$ cat src/rtl/uart_frame_pkg.sv
// Shared types and constants for the UART frame controller: FSM states,
// frame error codes and the default start-of-frame marker.
package uart_frame_pkg;

    typedef enum logic [2:0] {
        ST_IDLE    = 3'd0,
        ST_LEN     = 3'd1,
        ST_PAYLOAD = 3'd2,
        ST_CHECK   = 3'd3,
        ST_SKIP    = 3'd4
    } state_t;

    typedef enum logic [2:0] {
        ERR_NONE     = 3'd0,
        ERR_PARITY   = 3'd1,
        ERR_CHECKSUM = 3'd2,
        ERR_LENGTH   = 3'd3,
        ERR_OVERFLOW = 3'd4,
        ERR_TIMEOUT  = 3'd5
    } err_t;

    localparam logic [7:0] DEFAULT_SYNC_BYTE = 8'hA5;

    function automatic logic lenInRange(input logic [7:0] len, input int maxLen);
        return (len != 8'd0) && (int'(len) <= maxLen);
    endfunction

endpackage

$ cat src/rtl/frame_fifo.sv
// Show-ahead byte FIFO with a tentative write pointer: writes stay invisible
// to the reader until commit_i, and rollback_i discards them.
module frame_fifo #(
    parameter int DEPTH = 32,
    parameter int AW    = $clog2(DEPTH)
) (
    input  logic          clock_i,
    input  logic          reset_i,
    input  logic          wrEn_i,
    input  logic [7:0]    wrData_i,
    input  logic          commit_i,
    input  logic          rollback_i,
    input  logic          ready_i,
    output logic [7:0]    data_o,
    output logic          valid_o,
    output logic [AW:0]   free_o
);

    localparam logic [AW:0] FULL = (AW + 1)'(DEPTH);

    logic [7:0]  mem_q [DEPTH];
    logic [AW:0] rdPtr_q, cmtPtr_q, wrPtr_q;
    logic [AW:0] rdPtr_d, cmtPtr_d, wrPtr_d;
    logic [AW:0] count;

    // Pointers carry one extra bit so a completely full FIFO is distinguishable from empty.
    assign count   = cmtPtr_q - rdPtr_q;
    assign valid_o = (count != '0);
    assign free_o  = FULL - count;
    assign data_o  = valid_o ? mem_q[rdPtr_q[AW-1:0]] : 8'd0;

    always_comb begin
        rdPtr_d  = rdPtr_q;
        cmtPtr_d = cmtPtr_q;
        wrPtr_d  = wrPtr_q;
        if (valid_o && ready_i) begin
            rdPtr_d = rdPtr_q + 1'b1;
        end
        if (rollback_i) begin
            wrPtr_d = cmtPtr_q;
        end else if (commit_i) begin
            cmtPtr_d = wrPtr_q;
        end else if (wrEn_i) begin
            wrPtr_d = wrPtr_q + 1'b1;
        end
    end

    always_ff @(posedge clock_i) begin
        if (reset_i) begin
            rdPtr_q  <= '0;
            cmtPtr_q <= '0;
            wrPtr_q  <= '0;
        end else begin
            rdPtr_q  <= rdPtr_d;
            cmtPtr_q <= cmtPtr_d;
            wrPtr_q  <= wrPtr_d;
        end
    end

    always_ff @(posedge clock_i) begin
        if (wrEn_i) begin
            mem_q[wrPtr_q[AW-1:0]] <= wrData_i;
        end
    end

endmodule

$ cat src/rtl/uart_frame_ctrl.sv
// Parses SYNC/LEN/payload/CHK frames from a UART byte stream into a FIFO.
// Define UART_FRAME_TIMEOUT_EN to abort stalled frames after TIMEOUT_CLKS idle clocks.
module uart_frame_ctrl
    import uart_frame_pkg::*;
#(
    parameter logic [7:0] SYNC_BYTE    = DEFAULT_SYNC_BYTE,
    parameter int         MAX_LEN      = 16,
    parameter int         FIFO_DEPTH   = 32,
    parameter int         TIMEOUT_CLKS = 10000
) (
    input  logic       i_Clock,
    input  logic       i_Reset,
    input  logic       i_Rx_DV,
    input  logic [7:0] i_Rx_Byte,
    input  logic       i_Rx_Error,
    output logic [7:0] o_Data,
    output logic       o_Valid,
    input  logic       i_Ready,
    output logic       o_Frame_Done,
    output logic       o_Frame_Err,
    output logic [2:0] o_Err_Code,
    output logic       o_Busy
);

    localparam int AW = $clog2(FIFO_DEPTH);

    if (MAX_LEN < 1 || MAX_LEN > 255) begin : g_badMaxLen
        $error("uart_frame_ctrl: MAX_LEN must be 1..255");
    end
    if ((FIFO_DEPTH & (FIFO_DEPTH - 1)) != 0 || FIFO_DEPTH < MAX_LEN) begin : g_badDepth
        $error("uart_frame_ctrl: FIFO_DEPTH must be a power of two >= MAX_LEN");
    end
    if (TIMEOUT_CLKS < 1) begin : g_badTimeout
        $error("uart_frame_ctrl: TIMEOUT_CLKS must be positive");
    end

    state_t      state_q;
    logic [7:0]  cnt_q;
    logic [7:0]  sum_q;
    logic        done_q;
    logic        err_q;
    err_t        code_q;

    logic        dvGood, dvBad, lenBad, noRoom, timeoutHit;
    logic        wrEn, commit, rollback;
    logic [7:0]  sumNext;
    logic [AW:0] fifoFree;

    always_comb begin
        dvGood   = i_Rx_DV && !i_Rx_Error;
        dvBad    = i_Rx_DV && i_Rx_Error;
        sumNext  = sum_q + i_Rx_Byte;
        lenBad   = !lenInRange(i_Rx_Byte, MAX_LEN);
        noRoom   = 16'(fifoFree) < {8'd0, i_Rx_Byte};
        wrEn     = (state_q == ST_PAYLOAD) && dvGood;
        commit   = (state_q == ST_CHECK) && dvGood && (sumNext == 8'd0);
        rollback = ((state_q == ST_PAYLOAD || state_q == ST_CHECK) && (dvBad || timeoutHit))
                 || ((state_q == ST_CHECK) && dvGood && (sumNext != 8'd0));
    end

`ifdef UART_FRAME_TIMEOUT_EN
    localparam int TW = $clog2(TIMEOUT_CLKS + 1);

    logic [TW-1:0] idleClks_q;

    assign timeoutHit = (state_q != ST_IDLE) && !i_Rx_DV
                     && (idleClks_q == TW'(TIMEOUT_CLKS - 1));

    always_ff @(posedge i_Clock) begin
        if (i_Reset || state_q == ST_IDLE || i_Rx_DV || timeoutHit) begin
            idleClks_q <= '0;
        end else begin
            idleClks_q <= idleClks_q + 1'b1;
        end
    end
`else
    assign timeoutHit = 1'b0;
`endif

    // The running sum is seeded with LEN so CHECK only has to add the CHK byte.
    always_ff @(posedge i_Clock) begin
        if (i_Reset) begin
            state_q <= ST_IDLE;
            cnt_q   <= 8'd0;
            sum_q   <= 8'd0;
            done_q  <= 1'b0;
            err_q   <= 1'b0;
            code_q  <= ERR_NONE;
        end else begin
            done_q <= 1'b0;
            err_q  <= 1'b0;
            code_q <= ERR_NONE;
            if (timeoutHit) begin
                state_q <= ST_IDLE;
                if (state_q != ST_SKIP) begin
                    err_q  <= 1'b1;
                    code_q <= ERR_TIMEOUT;
                end
            end else if (i_Rx_DV) begin
                case (state_q)
                    ST_IDLE: begin
                        if (dvGood && i_Rx_Byte == SYNC_BYTE) begin
                            state_q <= ST_LEN;
                        end
                    end
                    ST_LEN: begin
                        if (i_Rx_Error) begin
                            err_q   <= 1'b1;
                            code_q  <= ERR_PARITY;
                            state_q <= ST_IDLE;
                        end else if (lenBad) begin
                            err_q   <= 1'b1;
                            code_q  <= ERR_LENGTH;
                            state_q <= ST_IDLE;
                        end else if (noRoom) begin
                            err_q   <= 1'b1;
                            code_q  <= ERR_OVERFLOW;
                            cnt_q   <= i_Rx_Byte;
                            state_q <= ST_SKIP;
                        end else begin
                            cnt_q   <= i_Rx_Byte;
                            sum_q   <= i_Rx_Byte;
                            state_q <= ST_PAYLOAD;
                        end
                    end
                    ST_PAYLOAD: begin
                        if (i_Rx_Error) begin
                            err_q   <= 1'b1;
                            code_q  <= ERR_PARITY;
                            state_q <= ST_IDLE;
                        end else begin
                            sum_q <= sumNext;
                            cnt_q <= cnt_q - 8'd1;
                            if (cnt_q == 8'd1) begin
                                state_q <= ST_CHECK;
                            end
                        end
                    end
                    ST_CHECK: begin
                        state_q <= ST_IDLE;
                        if (i_Rx_Error) begin
                            err_q  <= 1'b1;
                            code_q <= ERR_PARITY;
                        end else if (sumNext == 8'd0) begin
                            done_q <= 1'b1;
                        end else begin
                            err_q  <= 1'b1;
                            code_q <= ERR_CHECKSUM;
                        end
                    end
                    ST_SKIP: begin
                        // cnt_q was loaded with LEN, so LEN+1 bytes drain before IDLE.
                        if (cnt_q == 8'd0) begin
                            state_q <= ST_IDLE;
                        end else begin
                            cnt_q <= cnt_q - 8'd1;
                        end
                    end
                    default: state_q <= ST_IDLE;
                endcase
            end
        end
    end

    assign o_Frame_Done = done_q;
    assign o_Frame_Err  = err_q;
    assign o_Err_Code   = code_q;
    assign o_Busy       = (state_q != ST_IDLE);

    frame_fifo #(
        .DEPTH (FIFO_DEPTH)
    ) fifo (
        .clock_i    (i_Clock),
        .reset_i    (i_Reset),
        .wrEn_i     (wrEn),
        .wrData_i   (i_Rx_Byte),
        .commit_i   (commit),
        .rollback_i (rollback),
        .ready_i    (i_Ready),
        .data_o     (o_Data),
        .valid_o    (o_Valid),
        .free_o     (fifoFree)
    );

endmodule

$ cat config.mk
export PLATFORM = sky130hd
export DESIGN_NAME = uart_frame_ctrl
export DESIGN_NICKNAME = d
export VERILOG_FILES = /design/src/rtl/uart_frame_pkg.sv /design/src/rtl/frame_fifo.sv /design/src/rtl/uart_frame_ctrl.sv
export SDC_FILE = /design/constraint.sdc
export NUM_CORES = 1
export LEC_CHECK = 0
export ABC_AREA = 1
export BUFFER_PORTS_ARGS = -buffer_cell sky130_fd_sc_hd__buf_2
export CAP_MARGIN = 10
export CORE_MARGIN = 2
export CORE_UTILIZATION = 60
export CTS_CLUSTER_DIAMETER = 50
export DETAILED_ROUTE_END_ITERATION = 16
export PLACE_DENSITY = 0.83
export SLEW_MARGIN = 20
export SYNTH_ARGS = -nofsm -noshare
export SYNTH_HDL_FRONTEND = slang
export SYNTH_SLANG_ARGS = --single-unit
$ cat constraint.sdc
create_clock -name i_Clock -period 3.58 [get_ports i_Clock]
set_input_delay 0.716 -clock i_Clock [delete_from_list [all_inputs] [get_ports i_Clock]]
set_output_delay 0.716 -clock i_Clock [all_outputs]
set_load 0.05 [all_outputs]
==> results of run 1 <==
[logic make-up (layout without fill, tap and decap cells)]
family / after synthesis / in the layout / synth area share (%)
AO/OA/AOI/OAI: 237 / 237 / 9.88
XOR/XNOR: 20 / 20 / 1.29
adder cells (fa/ha/maj): 28 / 28 / 2.69
buffers and inverters: 151 / 219 / 4.48
flip-flops: 303 / 303 / 63.6
AND/OR/NAND/NOR: 573 / 573 / 18.0
[worst register-to-register path: stages, from the launching register on]
cell      delay [ns]
dfxtp_4         0.37
ha_2            0.16
inv_1           0.06
fa_2            0.36
a21oi_2         0.15
o21ai_1         0.08
xor2_1          0.15
buf_4           0.14
nor2_1          0.10
xor2_1          0.16
inv_1           0.07
ha_1            0.31
a21oi_1         0.19
inv_1           0.06
nand2_1         0.05
nand3_1         0.17
nand3b_4        0.18
inv_2           0.10
nand2_1         0.07
nand2_1         0.04
nor2_1          0.10
[worst min-delay path by stage]
stage | to | slack [ns] | cells past startpoint | startpoint
after global placement | cnt_q[7] | 0.46 | 2 | cnt_q[7]
after global routing | o_Err_Code[1] | 0.47 | 2 | i_Rx_Error
after floorplan | cnt_q[7] | 0.45 | 2 | cnt_q[7]
after CTS | o_Err_Code[1] | 0.45 | 2 | i_Rx_Error
final | o_Err_Code[1] | 0.46 | 2 | i_Rx_Error
after detailed placement | fifo.wrPtr_q[0] | 0.47 | 2 | fifo.cmtPtr_q[0]
[metrics by stage]
step | util (%) | cell area, µm² | setup slack [ns] | total power [µW] | cells
2_1_floorplan | - | 13600 | 0.0907 | 4550 | 1312
3_3_place_gp | 63.1 | 14100 | 0.425 | 4820 | 1605
3_5_place_dp | 63.1 | 14100 | 0.339 | 4860 | 1605
4_1_cts | 67.9 | 15200 | 0.0483 | 8060 | 1665
5_1_grt | 68.1 | 15300 | -0.0208 | 8340 | 1665
6_report | 68.1 | 15300 | 0.0821 | 8110 | 1665
[sequential cells by signal, indices dropped and copies added (netlist names), named ones only]
register       count
cnt_q              8
fifo.cmtPtr_q      6
fifo.mem_q       256
fifo.rdPtr_q       6
fifo.wrPtr_q       6
o_Err_Code         3
o_Frame_Done       1
o_Frame_Err        1
state_q            3
sum_q              8
[what timing repair did]
| item | in CTS | in global routing |
|---|---|---|
| endpoints found under the hold margin | 0 | 0 |
| setup endpoints to repair | 8 | 8 |
| gates resized for setup | 7 | 25 |
| buffers inserted | 3 | 0 |
| pin swaps | 2 | 2 |
[synth_stat cells (2+ instances only)]
| library cell | number | area [µm²] |
|---|---|---|
| nor2_2 | 2 | 12.5 |
| clkbuf_1 | 29 | 109 |
| o21ai_1 | 3 | 15.0 |
| nand2_1 | 340 | 1280 |
| xnor2_1 | 4 | 35.0 |
| nor2_4 | 2 | 22.5 |
| nand2_2 | 6 | 37.5 |
| a21oi_1 | 143 | 716 |
| inv_1 | 84 | 315 |
| xor2_1 | 16 | 140 |
| a221oi_1 | 3 | 26.3 |
| ha_1 | 26 | 325 |
| buf_2 | 20 | 100 |
| buf_6 | 2 | 22.5 |
| o211ai_1 | 5 | 37.5 |
| dfxtp_1 | 47 | 941 |
| inv_2 | 5 | 18.8 |
| edfxtp_1 | 256 | 7690 |
| nand3_1 | 135 | 676 |
| a22oi_1 | 41 | 308 |
| nor3_1 | 4 | 20.0 |
| nor2_1 | 63 | 236 |
| a211oi_1 | 2 | 15.0 |
| buf_1 | 10 | 37.5 |
| fa_1 | 2 | 40.0 |
| nand2_4 | 2 | 22.5 |
| o21ai_0 | 36 | 180 |
| nand4_1 | 13 | 81.3 |
[cells in the final DEF, fill, tap and decap left out, types with 5 or more instances in the layout]
master,n
nand2_1,340
inv_2,6
dfxtp_1,43
a21oi_1,133
inv_1,81
edfxtp_1,256
buf_4,48
a21oi_2,11
a22oi_1,41
nand2_2,6
o211ai_1,5
buf_2,19
clkbuf_16,35
nand4_1,13
nor2_1,63
ha_1,24
clkbuf_1,5
xor2_1,16
o21ai_0,35
nand3_1,135
clkinv_2,7
[metal layers]
metal / vias up / GRT usage [%]
li1: 4672 / -
met1: 4816 / 36.4
met2: 572 / 47.7
met3: 138 / 6.64
met4: 0 / 14.9
met5: - / 0
[cell type report]
| cell class | instances | area, µm² | area share [%] |
|---|---|---|---|
| multi-input cells | 858 | 4370 | 28.6 |
| repair buffers | 73 | 558 | 3.65 |
| flip-flops and latches | 303 | 8640 | 56.5 |
| inverters | 89 | 339 | 2.22 |
| clock buffers | 41 | 908 | 5.94 |
| clock inverters | 16 | 116 | 0.761 |
| well taps | 285 | 357 | 2.33 |
[where the power goes]
group | switching [µW] | internal [µW] | total [µW] | leakage [µW]
registers | 7.96 | 3830 | 3830 | 0.00268
logic | 722 | 314 | 1040 | 0.00263
clock network | 1360 | 1880 | 3240 | 0.000502
total | 2090 | 6020 | 8110 | 0.00582
==> impl_metrics.tcl, run 1 <==
set metrics [dict create \
    outcome "completed" \
    clkTransAtPathRegs_ns 0.06 \
    skew_ns 0.0164 \
    synth-edff-count 256 \
    drcViolationCount 0 \
    rr_startpoint "fifo.rdPtr_q[0]" \
    top_layer "met4" \
    startpoint_type "register" \
    clock-root-buffer "clkbuf_16" \
    maxSlewViolCount 0 \
    die-area_mm2 0.0238 \
    path_delay_family "adder cells" \
    setup_viol 0 \
    vias 10198 \
    drtPass1Iterations 6 \
    postSynth.asyncResetShare_pct 0 \
    gp_congestion 0.898 \
    ys.flop_type "edfxtp_1" \
    ys_warn_count 0 \
    hp-class "in -> reg" \
    cts_tree "done" \
    ios 28 \
    cts_buffers 34 \
    drive_gt1_share_pct 12.0 \
    path_buf_inv 5 \
    ctsHoldBuffers 0 \
    grt_pass1_wl_mm 52.9 \
    cp_data_arrival_time_ns 2.78 \
    syn_area_per_cell_um2 10.3 \
    dr_wl_met2_mm 16.9 \
    hpwl_mm 21.2 \
    area_growth_pct 12.7 \
    hold_viol_final 0 \
    cts.sinks 303 \
    endpoint_kind "primary output" \
    worstMarginPinSlew_ns 0.892 \
    dieWidth_um 154 \
    max_slew_margin_pct 40.3 \
    max_freq_ghz 0.286 \
    peakVddDrop_v 0.000420 \
    core-area_mm2 0.0224 \
    grt_pass1_vias 9945 \
    synth-seq-cells 303 \
    portBuffers 27 \
    period_needed_ns 3.50 \
    cp_cell_sequence "ha_2 > inv_1 > fa_2 > inv_1 > ha_2 > nand4_1 > nor2_1 > nand2_2 > clkinvlp_4 > buf_12 > a21oi_2 > buf_4" \
    setup-tns-final_ns 0 \
    finalCritPeriodShare_pct 97.7 \
    worst-endpoint-required_ns 2.86 \
    syn_area_mm2 0.0136 \
    wl_mm 34.8 \
    start_util_pct 60.5 \
    wl_per_cell_um 20.9 \
    cp.depth 12 \
    drt_iter0_markers 1373 \
    clock_latency_ns 0.51 \
    ff2ff_setup_slack_ns 0.44 \
    worstPathMaxFanout 8 \
    ant_nets 0 \
    yosysUniqueCellTypes 39 \
    ys_seq_area_share_pct 63.6 \
    cp-endpoint "o_Data[6]" \
    crit_path_max_incr_delay_ns 0.51 \
    grt_max_degree 69 \
    die_h_um 154 \
    final_nets 1400 \
    syn_inst 1312 \
    track_usage_pct 29.0 \
    htree_num_levels 2 \
    cp-startpoint "fifo.rdPtr_q[0]" \
    grt-ovfl-total 0 \
    antenna_found_initial 1 \
    hold_slack_ns 0.461 \
    regToRegEndpoint "sum_q[4]" \
    n_antenna_cell 0 \
    path_class "reg -> out" \
    cpMaxStageDelayCell "fa_2" \
    max-clock-path-buffers 3 \
    p_leak_uw 0.00582 \
    wl_met3_mm 3.60 \
    rows 55 \
    wl_met1_mm 12.7 \
    fillers 1556 \
    synth_nets 1353 \
    drv_cap 0 \
    avgViaCountPerCell 6.12 \
    powerDensity_mw_per_mm2 530 \
    ff2ff_path_depth 20 \
]
Note: power is estimated with default switching activity, not from simulation.
==> inputs of run 2 (changes only) <==
- ABC_AREA: 1 -> not set
- CTS_CLUSTER_SIZE: not set -> 14
==> impl_metrics.tcl, run 2 <==
set metrics [dict create \
    grt_max_degree 57 \
    drive_gt1_share_pct 25.6 \
    die_h_um 152 \
    synth.most_common_cell "edfxtp_1" \
    wl_met1_mm 11.3 \
    path_buf_inv 4 \
    grt-ovfl-total 0 \
    ys_top_cells_by_count "edfxtp_1 (256), nor2_1 (97), mux4_2 (72), dfxtp_1 (47), nand2_1 (39)" \
    outcome "complete, but fails checks" \
    grt_pass1_wl_mm 44.0 \
    ys.flop_type "edfxtp_1" \
    ios 28 \
    worstMarginPinSlew_ns 0.946 \
    wl_met3_mm 2.52 \
    maxSlewViolCount 0 \
    synth-seq-cells 303 \
    clkTransAtPathRegs_ns 0.06 \
    track_usage_pct 24.8 \
    syn_area_per_cell_um2 15.6 \
    cpMostUsedCell "buf_4" \
    path_delay_family "buffers and inverters" \
    powerDensity_mw_per_mm2 647 \
    cpMaxStageDelayCell "dfxtp_1" \
    max-clock-path-buffers 3 \
    ys_warn_count 0 \
    failed_checks "setup timing" \
    vias 7671 \
    clock-root-buffer "clkbuf_16" \
    cts_buffers 28 \
    synth-edff-count 256 \
    gp_congestion 0.802 \
    clkPwrFrac_pct 29.1 \
    htree_num_levels 1 \
    ant_nets 0 \
    die-area_mm2 0.0232 \
    post_dp_cell_area_mm2 0.0138 \
    syn_inst 845 \
    portBuffers 27 \
    cp_cell_sequence "inv_1 > ha_1 > nor2b_1 > o31a_1 > buf_4 > a311oi_2 > buf_4 > and2_4 > nor2_2 > buf_6" \
    grt_pass1_vias 7550 \
    skew_ns 0.0269 \
    cts_tree "done" \
    ys_seq_area_share_pct 65.3 \
    pre_cts_slack_ns 0.143 \
    dieWidth_um 152 \
    syn_area_mm2 0.0132 \
    worstPathMaxFanout 6 \
    peakVddDrop_v 0.000507 \
    synth.largest_area_cell "edfxtp_1" \
    top_layer "met4" \
    antenna_found_initial 2 \
    cts.sinks 303 \
    crit_path_max_incr_delay_ns 0.38 \
    p_comb_share_pct 30.6 \
    period_needed_ns 3.60 \
    synth_top_cell_area_share_pct 58.2 \
    p_leak_uw 0.00498 \
    setup_viol 5 \
    drtPass1Iterations 5 \
    core-area_mm2 0.0217 \
    startpoint_type "register" \
    synth_nets 886 \
    avgViaCountPerCell 6.32 \
    clock_latency_ns 0.54 \
    p_sw_share_pct 29.9 \
    drt_iter0_markers 974 \
    layout_commonest_cell "edfxtp_1" \
    path_class "reg -> out" \
    hp-class "reg -> reg" \
    hold_viol_final 0 \
    rows 54 \
    final_nets 959 \
    endpoint_kind "primary output" \
    p_seq_share_pct 40.2 \
    finalCritPeriodShare_pct 100 \
    p_int_uw 6810 \
    worst_slack_ns -0.0150 \
    area_growth_pct 13.6 \
    yosysUniqueCellTypes 67 \
    cp_data_arrival_time_ns 2.88 \
    final_cell_mix "edfxtp_1 (256), nor2_1 (92), mux4_2 (72)" \
    start_util_pct 60.9 \
    drcViolationCount 0 \
    wl_per_cell_um 24.4 \
    fin_area_mm2 0.0150 \
    hpwl_mm 17.5 \
    p_sw_uw 2910 \
    postSynth.asyncResetShare_pct 0 \
    drv_cap 0 \
    dr_wl_met2_mm 14.8 \
    wl_mm 29.6 \
    worst-endpoint-required_ns 2.86 \
    max_slew_margin_pct 36.9 \
    largest_register_ffs 256 \
    synthTopCellsByArea "edfxtp_1 (58%), mux4_2 (12%), dfxtp_1 (7.1%)" \
    rsz0062_at_grt "yes" \
    max_freq_ghz 0.278 \
]
==> run 2: routing by layer <==
layer,vias up,GRT usage [%]
met5,-,0
met4,0,8.46
met3,83,4.64
met1,3760,33.7
li1,3424,-
met2,404,41.2
==> run 2: cell families after synthesis <==
logic type,count (synthesis),share of synthesized area (%)
simple gates,218,8.14
flops,303,65.3
xor+xnor,20,1.33
compound gates,113,5.96
buf+inv,65,2.26
mux,98,14.2
fa+ha+maj,28,2.77
==> run 2: power by group through the flow <==
stage,Clock [µW],Combinational [µW],Sequential (µW)
3_3_place_gp,0,2400,3980
3_5_place_dp,0,2450,3980
2_1_floorplan,0,1870,3930
4_1_cts,2840,2710,3900
5_1_grt,2990,3160,3910
6_report,2830,2980,3910
==> run 2: worst paths after layout <==
check,start,endpoint,slack (ns),cells past startpoint
worst max register to register,fifo.cmtPtr_q[0],sum_q[5],0.18,16
worst max-delay path,fifo.rdPtr_q[1],o_Data[5],-0.02,10
worst min register to register,cnt_q[5],cnt_q[5],0.48,2
worst min-delay path,cnt_q[5],cnt_q[5],0.48,2
==> run 2: per-stage QoR <==
| stage | cells | util (%) | total power (µW) | setup TNS (ns) | hold WS [ns] |
|---|---|---|---|---|---|
| 2_1_floorplan | 845 | - | 5800 | 0 | 0.454 |
| 3_3_place_gp | 1153 | 63.8 | 6390 | 0 | 0.466 |
| 3_5_place_dp | 1153 | 63.8 | 6430 | 0 | 0.480 |
| 4_1_cts | 1204 | 68.3 | 9440 | 0 | 0.489 |
| 5_1_grt | 1213 | 69.2 | 10100 | -0.634 | 0.501 |
| 6_report | 1214 | 69.2 | 9710 | -0.0476 | 0.483 |
==> run 2: area by class of cell <==
| cell class | count | area, µm² |
|---|---|---|
| Sequential cell | 303 | 8640 |
| Fill cell | 1321 | 6680 |
| Multi-Input combinational cell | 478 | 4400 |
| Clock buffer | 37 | 756 |
| Timing Repair Buffer | 83 | 688 |
| Tap cell | 280 | 350 |
| Inverter | 24 | 90.1 |
| Clock inverter | 8 | 88.8 |
| Antenna cell | 1 | 2.50 |
==> run 2: timing repair <==
item | in CTS | in global routing
setup endpoints to repair | 9 | 15
setup buffers | 4 | 8
pin swaps | 2 | 8
gates resized for setup | 15 | 35
gates cloned | 2 | 1
hold buffers | 0 | 0
==> run 2: worst min-delay path, stage by stage (launching register included) <==
cell and delay (ns):
dfxtp_1 0.30, o21ai_0 0.07, a21oi_1 0.06
